## src/rtl/packet_buffer_reader.sv

```systemverilog
// Read-side engine for the packet buffer RAM: turns (address, length) commands into
// RAM reads and streams the returned words out on a valid/ready port with a last marker.
module packet_buffer_reader #(
    parameter int ADDR_W = 10,
    parameter int DATA_W = 16,
    parameter int LEN_W  = 11
) (
    input  logic              clk,
    input  logic              rst_n,
    input  logic              cmd_valid,
    output logic              cmd_ready,
    input  logic [ADDR_W-1:0] cmd_addr,
    input  logic [LEN_W-1:0]  cmd_len,
    output logic              mem_ren,
    output logic [ADDR_W-1:0] mem_raddr,
    input  logic [DATA_W-1:0] mem_rdata,
    output logic              out_valid,
    input  logic              out_ready,
    output logic [DATA_W-1:0] out_data,
    output logic              out_last,
    output logic              done,
    output logic              busy
);

    typedef enum logic [1:0] {
        IDLE  = 2'd0,
        READ  = 2'd1,
        DRAIN = 2'd2
    } state_t;

    state_t              state_reg;
    logic [ADDR_W-1:0]   addr_reg;
    logic [LEN_W-1:0]    remaining_reg;
    logic                pend_reg;
    logic                pend_last_reg;
    logic                done_reg;

    // Two-entry skid FIFO holding words returned by the RAM.
    logic [DATA_W-1:0]   fifo_data_reg [2];
    logic                fifo_last_reg [2];
    logic                wr_ptr_reg;
    logic                rd_ptr_reg;
    logic [1:0]          count_reg;

    logic                cmd_fire;
    logic                push;
    logic                pop;
    logic                issue;
    logic                last_issue;
    logic [2:0]          occ_next;

    assign cmd_ready = (state_reg == IDLE);
    assign busy      = (state_reg != IDLE);
    assign cmd_fire  = cmd_valid && cmd_ready;

    assign out_valid = (count_reg != 2'd0);
    assign out_data  = fifo_data_reg[rd_ptr_reg];
    assign out_last  = out_valid && fifo_last_reg[rd_ptr_reg];
    assign pop       = out_valid && out_ready;
    assign push      = pend_reg;

    // Occupancy once this cycle's pop and the in-flight read have settled; a new read
    // is only issued if it is guaranteed a free slot when its data returns.
    assign occ_next   = {1'b0, count_reg} + {2'b00, pend_reg} - {2'b00, pop};
    assign issue      = (state_reg == READ) && (remaining_reg != '0) && (occ_next < 3'd2);
    assign last_issue = (remaining_reg == LEN_W'(1));

    assign mem_ren   = issue;
    assign mem_raddr = addr_reg;
    assign done      = done_reg;

    always_ff @(posedge clk) begin
        if (push) begin
            fifo_data_reg[wr_ptr_reg] <= mem_rdata;
            fifo_last_reg[wr_ptr_reg] <= pend_last_reg;
        end
    end

    always_ff @(posedge clk) begin
        if (!rst_n) begin
            state_reg     <= IDLE;
            addr_reg      <= '0;
            remaining_reg <= '0;
            pend_reg      <= 1'b0;
            pend_last_reg <= 1'b0;
            done_reg      <= 1'b0;
            wr_ptr_reg    <= 1'b0;
            rd_ptr_reg    <= 1'b0;
            count_reg     <= 2'd0;
        end else begin
            pend_reg      <= issue;
            pend_last_reg <= last_issue;
            done_reg      <= 1'b0;

            if (push) begin
                wr_ptr_reg <= ~wr_ptr_reg;
            end
            if (pop) begin
                rd_ptr_reg <= ~rd_ptr_reg;
            end
            case ({push, pop})
                2'b10:   count_reg <= count_reg + 2'd1;
                2'b01:   count_reg <= count_reg - 2'd1;
                default: count_reg <= count_reg;
            endcase

            case (state_reg)
                IDLE: begin
                    if (cmd_fire) begin
                        if (cmd_len == '0) begin
                            done_reg <= 1'b1;
                        end else begin
                            addr_reg      <= cmd_addr;
                            remaining_reg <= cmd_len;
                            state_reg     <= READ;
                        end
                    end
                end
                READ: begin
                    if (issue) begin
                        addr_reg      <= addr_reg + ADDR_W'(1);
                        remaining_reg <= remaining_reg - LEN_W'(1);
                        if (last_issue) begin
                            state_reg <= DRAIN;
                        end
                    end
                end
                DRAIN: begin
                    if (pop && out_last) begin
                        state_reg <= IDLE;
                        done_reg  <= 1'b1;
                    end
                end
                default: state_reg <= IDLE;
            endcase
        end
    end

endmodule

```

## config.mk

```make
export PLATFORM = sky130hd
export DESIGN_NAME = packet_buffer_reader
export DESIGN_NICKNAME = d
export VERILOG_FILES = /design/src/rtl/packet_buffer_reader.sv
export SDC_FILE = /design/constraint.sdc
export NUM_CORES = 1
export LEC_CHECK = 0
export BUFFER_PORTS_ARGS = -buffer_cell sky130_fd_sc_hd__buf_4
export CAP_MARGIN = 40
export CORE_AREA = 2 2 85 87
export CTS_BUF_LIST = sky130_fd_sc_hd__clkbuf_16
export DETAILED_ROUTE_END_ITERATION = 6
export DIE_AREA = 0 0 87 89
export HOLD_SLACK_MARGIN = 0.12
export PLACE_DENSITY_LB_ADDON = 0.05
export SLEW_MARGIN = 5
export SYNTH_ARGS = -nofsm -noshare
export SYNTH_HDL_FRONTEND = slang
export SYNTH_SLANG_ARGS = --single-unit
```

## constraint.sdc

```tcl
create_clock -name clk -period 4.7 [get_ports clk]
set_clock_uncertainty 0.05 [all_clocks]
set_input_delay 1.175 -clock clk [delete_from_list [all_inputs] [get_ports clk]]
set_output_delay 1.175 -clock clk [all_outputs]
set_load 0.1 [all_outputs]
```

==> flow_metrics.py, run 1 <==
metrics = {
    "cts": {
        "htree_levels": 3,
        "worstSkewPairLatency_ns": 0.32,
        "cts_sinks": 65,
        "cts_setup_buffers": 0,
        "cts.reportedPaths.clkPinSlew_ns": 0.05,
        "clock_tree.buffer_depth": 2,
        "clk_root_buffer_cell": "sky130_fd_sc_hd__clkbuf_16",
        "holdBufCountCts": 0,
        "number_of_cts_inserted_buffers": 9,
        "cts_tree": "built",
        "ctsResizeCount": 0,
    },
    "global_route": {
        "antenna_found_initial": 0,
        "grt_max_degree": 27,
        "gr-total-overflow": 0,
        "first_pass_grt_wire_length_mm": 10.7,
        "grt_use_total": 0.182,
        "grt_pass1_vias": 2251,
    },
    "synth": {
        "synthesis.nets": 329,
        "ys_seq_elements": 65,
        "synth.yosys.seq_area_share": 0.538,
        "post_synth_num_cell_types": 58,
        "ys_warn_count": 0,
        "synth-main-ff-cell": "sky130_fd_sc_hd__edfxtp_1",
        "synth-edff-count": 34,
        "synth_area_per_cell_um2": 10.8,
        "cell_area_after_synthesis_um2": 3050,
        "postSynthCellCount": 283,
        "synth_async_sr_flop_share": 0,
    },
    "cells_and_area": {
        "area_growth_pct": 30.8,
        "finish.instance_area_um2": 3990,
        "final.fill_count": 595,
        "layout.area.seq_um2": 1640,
        "inserted_diodes": 0,
        "design.final.nets": 399,
        "largest_register_ff_count": 32,
        "drive_gt1_frac": 0.335,
        "multiInputGateArea_um2": 1300,
    },
    "critical_path": {
        "path_class": "input port to output port",
        "critical_path.slowest_cell": "sky130_fd_sc_hd__fa_1",
        "critical_path.cell_chain": "buf_4, nand2b_1, nor2_1, or2_2, nand2_1, fa_1, xnor2_1, nand3_1, a21oi_2, buf_4",
        "cp.arrival_ns": 2.87,
        "path_max_fanout": 3,
        "critical-path-top-cell-by-count": "sky130_fd_sc_hd__buf_4",
        "setup.worst_path.end_class": "output port",
        "r2r.worst_path.cells": 10,
        "critical_path_start_type": "input port",
        "crit_path_max_incr_delay_ns": 0.39,
        "cp_data_required_time_ns": 3.47,
    },
    "placed_design": {
        "gp_congestion": 0.802,
        "dp.final_hpwl_mm": 4.61,
        "placement.io_buffers": 72,
        "postPlaceCellArea_um2": 3640,
    },
    "power_and_ir_drop": {
        "comb_power_share": 0.239,
        "power.density_cell_area_nw_per_um2": 474,
        "power.static_leakage_uw": 0.00159,
        "internal_power_uw": 1290,
        "switchingPower_uw": 596,
        "power.share.switching": 0.315,
        "power.sequential.fraction": 0.359,
        "vdd_ir_drop_max_mv": 0.201,
        "power.share.clock": 0.402,
    },
    "run_status": {
        "result_of_the_run": "finished clean",
    },
    "sta": {
        "finalSetupTns_ns": 0,
        "rsz0062_at_grt": "no",
        "maxSlewViolCount": 0,
        "final.period_utilization": 0.871,
        "achievable-frequency_mhz": 244,
        "period_minus_slack_ns": 4.10,
        "tightest_slew_ns": 0.840,
        "slew_headroom": 0.440,
        "hold_viol": 0,
        "setup_viol_count_final": 0,
    },
    "floorplan": {
        "die-area_um2": 7740,
        "initial_core_utilization": 0.454,
        "placement_rows": 30,
        "core_area_um2": 6720,
        "die_x_um": 87,
        "pin_count": 73,
        "floorplan.die.height_um": 89,
    },
    "drt": {
        "vias": 2379,
        "wire_per_inst_um": 15.3,
        "drt_wl_total_mm": 6.72,
        "drt_first_iter_violations": 108,
        "postRouteAntennaNets": 0,
        "vias_per_cell": 5.43,
        "route.detailed.drc": 0,
        "number_of_search_and_repair_iterations_in_the_first_detailed_routing_pass": 4,
    },
    "job": {
        "cap_violations": 0,
    },
    "hold_path": {
        "min_path_cells": 0,
        "holdCritPathClass": "flop to flop",
    },
}
-- critical path, delay by kind of cell --
kind,cells,cell delay (ns)
compound gates,1,0.13
xor+xnor,1,0.20
fa+ha+maj,1,0.39
buf+inv,2,0.39
simple gates,5,0.58
-- power groups by stage --
stage	clock (uW)	combinational (uW)	sequential (uW)
after floorplan	0	279	757
after global placement	0	448	689
after detailed placement	0	453	690
after CTS	767	454	678
after global routing	798	481	684
final	759	451	678
-- final cells by class --
cell class	count	share of cell area
inverter	8	0.00753
clock buffer	9	0.0565
tap	80	0.0251
timing repair buffer	75	0.143
clock inverter	7	0.0298
multi-input combinational	194	0.327
sequential	65	0.412
-- cells in the mapped netlist, types with 4 or more instances --
cell type | number | area, um2
sky130_fd_sc_hd__o21a_1 | 4 | 30.0
sky130_fd_sc_hd__a31oi_1 | 6 | 37.5
sky130_fd_sc_hd__edfxtp_1 | 34 | 1020
sky130_fd_sc_hd__a21oi_1 | 16 | 80.1
sky130_fd_sc_hd__o21ai_0 | 20 | 100
sky130_fd_sc_hd__o211ai_1 | 4 | 30.0
sky130_fd_sc_hd__nor3_1 | 9 | 45.0
sky130_fd_sc_hd__inv_1 | 7 | 26.3
sky130_fd_sc_hd__mux2_2 | 16 | 180
sky130_fd_sc_hd__buf_2 | 4 | 20.0
sky130_fd_sc_hd__nand2_1 | 22 | 82.6
sky130_fd_sc_hd__clkbuf_1 | 8 | 30.0
sky130_fd_sc_hd__xor2_1 | 5 | 43.8
sky130_fd_sc_hd__nor2_1 | 17 | 63.8
sky130_fd_sc_hd__dfxtp_1 | 31 | 621
sky130_fd_sc_hd__ha_1 | 4 | 50.1
sky130_fd_sc_hd__nand3_1 | 14 | 70.1
-- logic make-up (layout without fill, tap and decap cells) --
group / count (synthesis) / after routing / synth area share
simple gates: 95 / 95 / 0.170
buf+inv: 24 / 99 / 0.0361
mux: 19 / 19 / 0.0689
fa+ha+maj: 5 / 5 / 0.0230
flops: 65 / 65 / 0.538
xor+xnor: 8 / 8 / 0.0230
compound gates: 67 / 67 / 0.141
-- per-stage QoR --
stage               setup WS [ns]  instances  hold slack, ns  utilization  total power [uW]
finish                      0.604        438           0.379        0.594              1890
global route                0.400        438           0.397        0.594              1960
CTS                         0.605        438           0.381        0.594              1900
detailed placement          0.605        422           0.368        0.542              1140
global placement            0.645        421           0.357        0.540              1140
floorplan                   0.361        283           0.354            -              1040
-- worst paths after layout --
kind / start / endpoint / slack, ns
min: pend_last_reg$_SDFF_PN0_ / fifo_last_reg[1]$_DFFE_PP_ / 0.38
max reg2reg: count_reg[1]$_SDFFE_PN0P_ / mem_raddr[0]$_SDFFE_PN0P_ / 1.84
max: out_ready / mem_ren / 0.60
min reg2reg: pend_last_reg$_SDFF_PN0_ / fifo_last_reg[1]$_DFFE_PP_ / 0.38
-- placed cells by master (no fill, tap or decap), types with 4 or more instances in the layout --
cell type                   instances
sky130_fd_sc_hd__buf_4             74
sky130_fd_sc_hd__edfxtp_1          34
sky130_fd_sc_hd__dfxtp_1           31
sky130_fd_sc_hd__nand2_1           22
sky130_fd_sc_hd__o21ai_0           20
sky130_fd_sc_hd__nor2_1            17
sky130_fd_sc_hd__mux2_2            16
sky130_fd_sc_hd__a21oi_1           15
sky130_fd_sc_hd__nand3_1           14
sky130_fd_sc_hd__nor3_1             9
sky130_fd_sc_hd__clkbuf_16          9
sky130_fd_sc_hd__inv_1              7
sky130_fd_sc_hd__a31oi_1            6
sky130_fd_sc_hd__xor2_1             5
sky130_fd_sc_hd__o211ai_1           4
sky130_fd_sc_hd__o21a_1             4
sky130_fd_sc_hd__ha_1               4
-- layer usage --
layer  track usage  up-vias  wire, um
met2         0.310       69      3330
li1              -     1189         -
met1         0.219     1113      2920
met3        0.0425        8       371
met4        0.0852        0        91
met5             0        -         0
Note: power is estimated with default switching activity, not from simulation.
==> run 2, diff against run 1 <==
--- a/config.mk
+++ b/config.mk
@@ -7,10 +7,10 @@
 export LEC_CHECK = 0
 export BUFFER_PORTS_ARGS = -buffer_cell sky130_fd_sc_hd__buf_4
 export CAP_MARGIN = 40
-export CORE_AREA = 2 2 85 87
+export CORE_AREA = 2 2 77 79
 export CTS_BUF_LIST = sky130_fd_sc_hd__clkbuf_16
 export DETAILED_ROUTE_END_ITERATION = 6
-export DIE_AREA = 0 0 87 89
+export DIE_AREA = 0 0 79 81
 export HOLD_SLACK_MARGIN = 0.12
 export PLACE_DENSITY_LB_ADDON = 0.05
 export SLEW_MARGIN = 5
==> flow_metrics.py, run 2 (synthesis results as in run 1) <==
metrics = {
    "cts": {
        "clk_root_buffer_cell": "sky130_fd_sc_hd__clkbuf_16",
        "ctsResizeCount": 0,
        "cts_setup_buffers": 0,
        "clock_tree.buffer_depth": 2,
        "holdBufCountCts": 0,
        "cts_sinks": 65,
        "cts.reportedPaths.clkPinSlew_ns": 0.05,
        "cts_tree": "built",
        "htree_levels": 3,
        "worstSkewPairLatency_ns": 0.33,
        "number_of_cts_inserted_buffers": 9,
    },
    "cells_and_area": {
        "core_util_final": 0.687,
        "drive_gt1_frac": 0.332,
        "area_growth_pct": 27.8,
        "largest_register_ff_count": 32,
        "design.final.nets": 399,
        "finish.instance_area_um2": 3900,
        "most-common-layout-cells": "74 x sky130_fd_sc_hd__buf_4, 34 x sky130_fd_sc_hd__edfxtp_1, 31 x sky130_fd_sc_hd__dfxtp_1",
        "inserted_diodes": 0,
        "most_common_cell_after_layout_fill_and_taps_aside": "sky130_fd_sc_hd__buf_4",
    },
    "sta": {
        "maxSlewViolCount": 0,
        "finalSetupTns_ns": 0,
        "worst_hold_slack_ns": 0.372,
        "tightest_slew_ns": 0.770,
        "rsz0062_at_grt": "no",
        "setup_viol_count_final": 0,
        "period_minus_slack_ns": 4.12,
        "slew_headroom": 0.487,
        "achievable-frequency_mhz": 242,
        "hold_viol": 0,
        "final.period_utilization": 0.878,
    },
    "placed_design": {
        "placement.io_buffers": 72,
        "gp_congestion": 0.791,
        "dp.final_hpwl_mm": 4.37,
        "postPlaceCellArea_um2": 3630,
    },
    "power_and_ir_drop": {
        "vdd_ir_drop_max_mv": 0.237,
        "power.density_cell_area_nw_per_um2": 439,
        "finalPower_uw": 1710,
        "power.static_leakage_uw": 0.00156,
    },
    "critical_path": {
        "critical_path.slowest_cell": "sky130_fd_sc_hd__fa_1",
        "critical_path_start_type": "input port",
        "crit_path_max_incr_delay_ns": 0.40,
        "path_class": "input port to output port",
        "setup.worst_path.end_class": "output port",
        "cpLargestDelayFamily": "simple AND/OR/NAND/NOR gates",
        "worst_r2r_startpoint": "count_reg[1]$_SDFFE_PN0P_",
        "regToRegEndpoint": "mem_raddr[0]$_SDFFE_PN0P_",
        "path_max_fanout": 3,
        "critical-path-top-cell-by-count": "sky130_fd_sc_hd__buf_4",
        "r2r_setup_slack_ns": 1.80,
        "cp.arrival_ns": 2.90,
        "critical_path.cell_chain": "buf_4, nand2b_1, nor2_1, or2_2, nand2_1, fa_1, xnor2_1, nand3_1, a21oi_2, buf_4",
        "cp_data_required_time_ns": 3.47,
        "path_buf_inv": 2,
        "r2r.worst_path.cells": 10,
    },
    "hold_path": {
        "holdCritPathClass": "flop to flop",
        "min_path_cells": 0,
        "timing.hold.worst.start": "pend_last_reg$_SDFF_PN0_",
        "worst_hold_path.endpoint": "fifo_last_reg[1]$_DFFE_PP_",
    },
    "drt": {
        "wire_per_inst_um": 14.7,
        "drt_first_iter_violations": 104,
        "route.detailed.drc": 0,
        "vias_per_cell": 5.55,
        "drt_wl_total_mm": 6.35,
        "postRouteAntennaNets": 0,
        "number_of_search_and_repair_iterations_in_the_first_detailed_routing_pass": 4,
        "vias": 2405,
    },
    "global_route": {
        "gr-total-overflow": 0,
        "grt_pass1_vias": 2239,
        "grt_use_total": 0.208,
        "first_pass_grt_wire_length_mm": 10.2,
        "grt_max_degree": 27,
        "antenna_found_initial": 0,
    },
    "floorplan": {
        "die_x_um": 79,
        "pin_count": 73,
        "core_area_um2": 5680,
        "die-area_um2": 6400,
        "floorplan.die.height_um": 81,
        "placement_rows": 28,
        "initial_core_utilization": 0.537,
    },
    "run_status": {
        "result_of_the_run": "finished clean",
    },
    "job": {
        "cap_violations": 0,
    },
}
[run 2: through the flow]
| step | cells | worst slack, ns |
|---|---|---|
| CTS | 433 | 0.573 |
| floorplan | 283 | 0.361 |
| detailed placement | 417 | 0.565 |
| finish | 433 | 0.575 |
| global route | 433 | 0.407 |
| global placement | 416 | 0.645 |
[run 2: metal layers]
metal / track usage / routed length [um] / vias to the layer above / part of all wire
met5: 0 / 0 / - / 0
met4: 0.102 / 107 / 0 / 0.017
met3: 0.0411 / 385 / 10 / 0.061
met2: 0.345 / 3030 / 72 / 0.48
met1: 0.263 / 2820 / 1132 / 0.44
li1: - / - / 1191 / -
[run 2: final cells by class]
| cell class | instances | area, um2 |
|---|---|---|
| clock buffers | 9 | 225 |
| clock inverters | 7 | 38.8 |
| fillers | 450 | 1780 |
| inverters | 8 | 30.0 |
| multi-input cells | 194 | 1300 |
| flip-flops and latches | 65 | 1640 |
| well taps | 75 | 93.8 |
| repair buffers | 75 | 567 |
[run 2: worst reg2reg max path: stages (launching register included)]
cell                      delay [ns]
sky130_fd_sc_hd__dfxtp_1        0.48
sky130_fd_sc_hd__inv_1          0.08
sky130_fd_sc_hd__nor2_1         0.18
sky130_fd_sc_hd__or2_2          0.15
sky130_fd_sc_hd__nand2_1        0.07
sky130_fd_sc_hd__fa_1           0.40
sky130_fd_sc_hd__xnor2_1        0.22
sky130_fd_sc_hd__a32o_2         0.24
sky130_fd_sc_hd__nand3_2        0.36
sky130_fd_sc_hd__or3_1          0.46
sky130_fd_sc_hd__a31oi_1        0.15
[run 2: worst max-delay path by stage]
stage                         start       to  cells after the start  slack, ns
after floorplan           out_ready  mem_ren                      8       0.36
after global placement    out_ready  mem_ren                     10       0.65
after detailed placement  out_ready  mem_ren                     10       0.56
after CTS                 out_ready  mem_ren                     10       0.57
after global routing      out_ready  mem_ren                     10       0.41
final                     out_ready  mem_ren                     10       0.58
[run 2: where the power goes]
group          switching (uW)  internal [uW]  leakage [uW]
registers                38.1            639      0.000565
clock network             234            350      0.000134
logic                     314            136      0.000859
==> run 3, diff against run 2 <==
--- a/config.mk
+++ b/config.mk
@@ -5,12 +5,13 @@
 export SDC_FILE = /design/constraint.sdc
 export NUM_CORES = 1
 export LEC_CHECK = 0
+export ABC_AREA = 0
 export BUFFER_PORTS_ARGS = -buffer_cell sky130_fd_sc_hd__buf_4
 export CAP_MARGIN = 40
-export CORE_AREA = 2 2 77 79
+export CORE_AREA = 2 2 97 99
 export CTS_BUF_LIST = sky130_fd_sc_hd__clkbuf_16
 export DETAILED_ROUTE_END_ITERATION = 6
-export DIE_AREA = 0 0 79 81
+export DIE_AREA = 0 0 99 101
 export HOLD_SLACK_MARGIN = 0.12
 export PLACE_DENSITY_LB_ADDON = 0.05
 export SLEW_MARGIN = 5
==> flow_metrics.py, run 3 (synthesis results as in run 1) <==
metrics = {
    "run_status": {
        "result_of_the_run": "finished clean",
    },
    "critical_path": {
        "startpoint": "out_ready",
        "regToRegEndpoint": "mem_raddr[0]$_SDFFE_PN0P_",
        "r2r.worst_path.cells": 10,
        "critical_path_start_type": "input port",
        "path_max_fanout": 3,
        "cp_data_required_time_ns": 3.47,
        "worst_r2r_startpoint": "count_reg[1]$_SDFFE_PN0P_",
        "setup.worst_path.end_class": "output port",
        "cp.arrival_ns": 2.88,
        "r2r_setup_slack_ns": 1.84,
        "path_class": "input port to output port",
        "worst_setup_path_endpoint": "mem_ren",
    },
    "drt": {
        "vias_per_cell": 5.05,
        "wire_per_inst_um": 15.2,
        "route.detailed.drc": 0,
        "number_of_search_and_repair_iterations_in_the_first_detailed_routing_pass": 4,
        "postRouteAntennaNets": 0,
        "drt_wl_total_mm": 7.11,
        "vias": 2368,
        "drt_first_iter_violations": 70,
    },
    "global_route": {
        "grt_use_total": 0.146,
        "grt_use_met1": 0.192,
        "grt_util_met2": 0.232,
        "antenna_found_initial": 0,
        "first_pass_grt_wire_length_mm": 11.3,
        "grt_pass1_vias": 2243,
        "grt_max_degree": 27,
        "top_usage_layer": "met2",
        "grt_util_met3": 0.0319,
        "gr-total-overflow": 0,
    },
    "cts": {
        "cts_tree": "built",
        "htree_levels": 3,
        "worstSkewPairLatency_ns": 0.33,
        "ctsResizeCount": 0,
        "clk_root_buffer_cell": "sky130_fd_sc_hd__clkbuf_16",
        "cts.reportedPaths.clkPinSlew_ns": 0.06,
        "holdBufCountCts": 0,
        "clock_tree.buffer_depth": 2,
        "cts_setup_buffers": 0,
        "cts_sinks": 65,
        "number_of_cts_inserted_buffers": 9,
    },
    "floorplan": {
        "placement_rows": 35,
        "initial_core_utilization": 0.340,
        "floorplan.die.height_um": 101,
        "die-area_um2": 10000,
        "core_area_um2": 8980,
        "pin_count": 73,
        "die_x_um": 99,
    },
    "placed_design": {
        "gp_congestion": 0.807,
        "placement.io_buffers": 72,
        "dp.final_hpwl_mm": 4.84,
    },
    "sta": {
        "setup_viol_count_final": 0,
        "final.period_utilization": 0.873,
        "achievable-frequency_mhz": 244,
        "tightest_slew_ns": 0.841,
        "rsz0062_at_grt": "no",
        "period_minus_slack_ns": 4.10,
        "maxSlewViolCount": 0,
        "slew_headroom": 0.439,
        "hold_viol": 0,
        "finalSetupTns_ns": 0,
    },
    "cells_and_area": {
        "area_growth_pct": 31.4,
        "drive_gt1_frac": 0.341,
        "largest_register_ff_count": 32,
        "design.final.nets": 399,
        "inserted_diodes": 0,
        "most_common_cell_after_layout_fill_and_taps_aside": "sky130_fd_sc_hd__buf_4",
        "most-common-layout-cells": "74 x sky130_fd_sc_hd__buf_4, 34 x sky130_fd_sc_hd__edfxtp_1, 31 x sky130_fd_sc_hd__dfxtp_1",
        "core_util_final": 0.447,
    },
    "power_and_ir_drop": {
        "power.density_cell_area_nw_per_um2": 463,
        "vdd_ir_drop_max_mv": 0.169,
        "power.static_leakage_uw": 0.00158,
    },
    "hold_path": {
        "holdCritPathClass": "flop to flop",
        "min_path_cells": 0,
    },
    "job": {
        "cap_violations": 0,
    },
}
[run 3: final cells by class]
cell class                 instances  area [um2]
timing repair buffer              75         567
clock buffer                       9         225
inverter                           8        30.0
sequential                        65        1640
clock inverter                     7         101
tap                              111         139
multi-input combinational        194        1310
fill                             838        4970
[run 3: how the worst min path moves through the flow]
stage | from | end | slack (ns)
final | pend_last_reg$_SDFF_PN0_ | fifo_last_reg[1]$_DFFE_PP_ | 0.39
after global routing | pend_last_reg$_SDFF_PN0_ | fifo_last_reg[1]$_DFFE_PP_ | 0.40
after CTS | pend_last_reg$_SDFF_PN0_ | fifo_last_reg[1]$_DFFE_PP_ | 0.39
after detailed placement | pend_last_reg$_SDFF_PN0_ | fifo_last_reg[1]$_DFFE_PP_ | 0.37
after global placement | pend_last_reg$_SDFF_PN0_ | fifo_last_reg[0]$_DFFE_PP_ | 0.37
after floorplan | pend_last_reg$_SDFF_PN0_ | fifo_last_reg[0]$_DFFE_PP_ | 0.35
[run 3: stage by stage]
step / instances / worst slack [ns] / power [uW] / cell area, um2 / hold WS [ns]
2_1_floorplan: 283 / 0.361 / 1040 / 3050 / 0.354
3_3_place_gp: 452 / 0.625 / 1140 / 3670 / 0.365
3_5_place_dp: 453 / 0.587 / 1150 / 3680 / 0.373
4_1_cts: 469 / 0.584 / 1880 / 4010 / 0.389
5_1_grt: 469 / 0.432 / 1930 / 4010 / 0.398
6_report: 469 / 0.599 / 1860 / 4010 / 0.389
[run 3: layer usage]
layer / part of all wire / wire [um]
met1: 0.49 / 3460
met2: 0.45 / 3200
met3: 0.048 / 338
met4: 0.016 / 115
met5: 0 / 0
[run 3: worst max-delay path, cell delays in order]
cell and delay (ns):
sky130_fd_sc_hd__buf_4 0.09, sky130_fd_sc_hd__nand2b_1 0.06, sky130_fd_sc_hd__nor2_1 0.17, sky130_fd_sc_hd__or2_2 0.15, sky130_fd_sc_hd__nand2_1 0.07, sky130_fd_sc_hd__fa_1 0.39, sky130_fd_sc_hd__xnor2_1 0.19, sky130_fd_sc_hd__nand3_1 0.14
sky130_fd_sc_hd__a21oi_2 0.13, sky130_fd_sc_hd__buf_4 0.30
[run 3: power breakdown]
group / leakage [uW] / internal, uW / switching, uW
combinational: 0.000859 / 136 / 316
clock: 0.000153 / 469 / 257
sequential: 0.000565 / 639 / 39.8
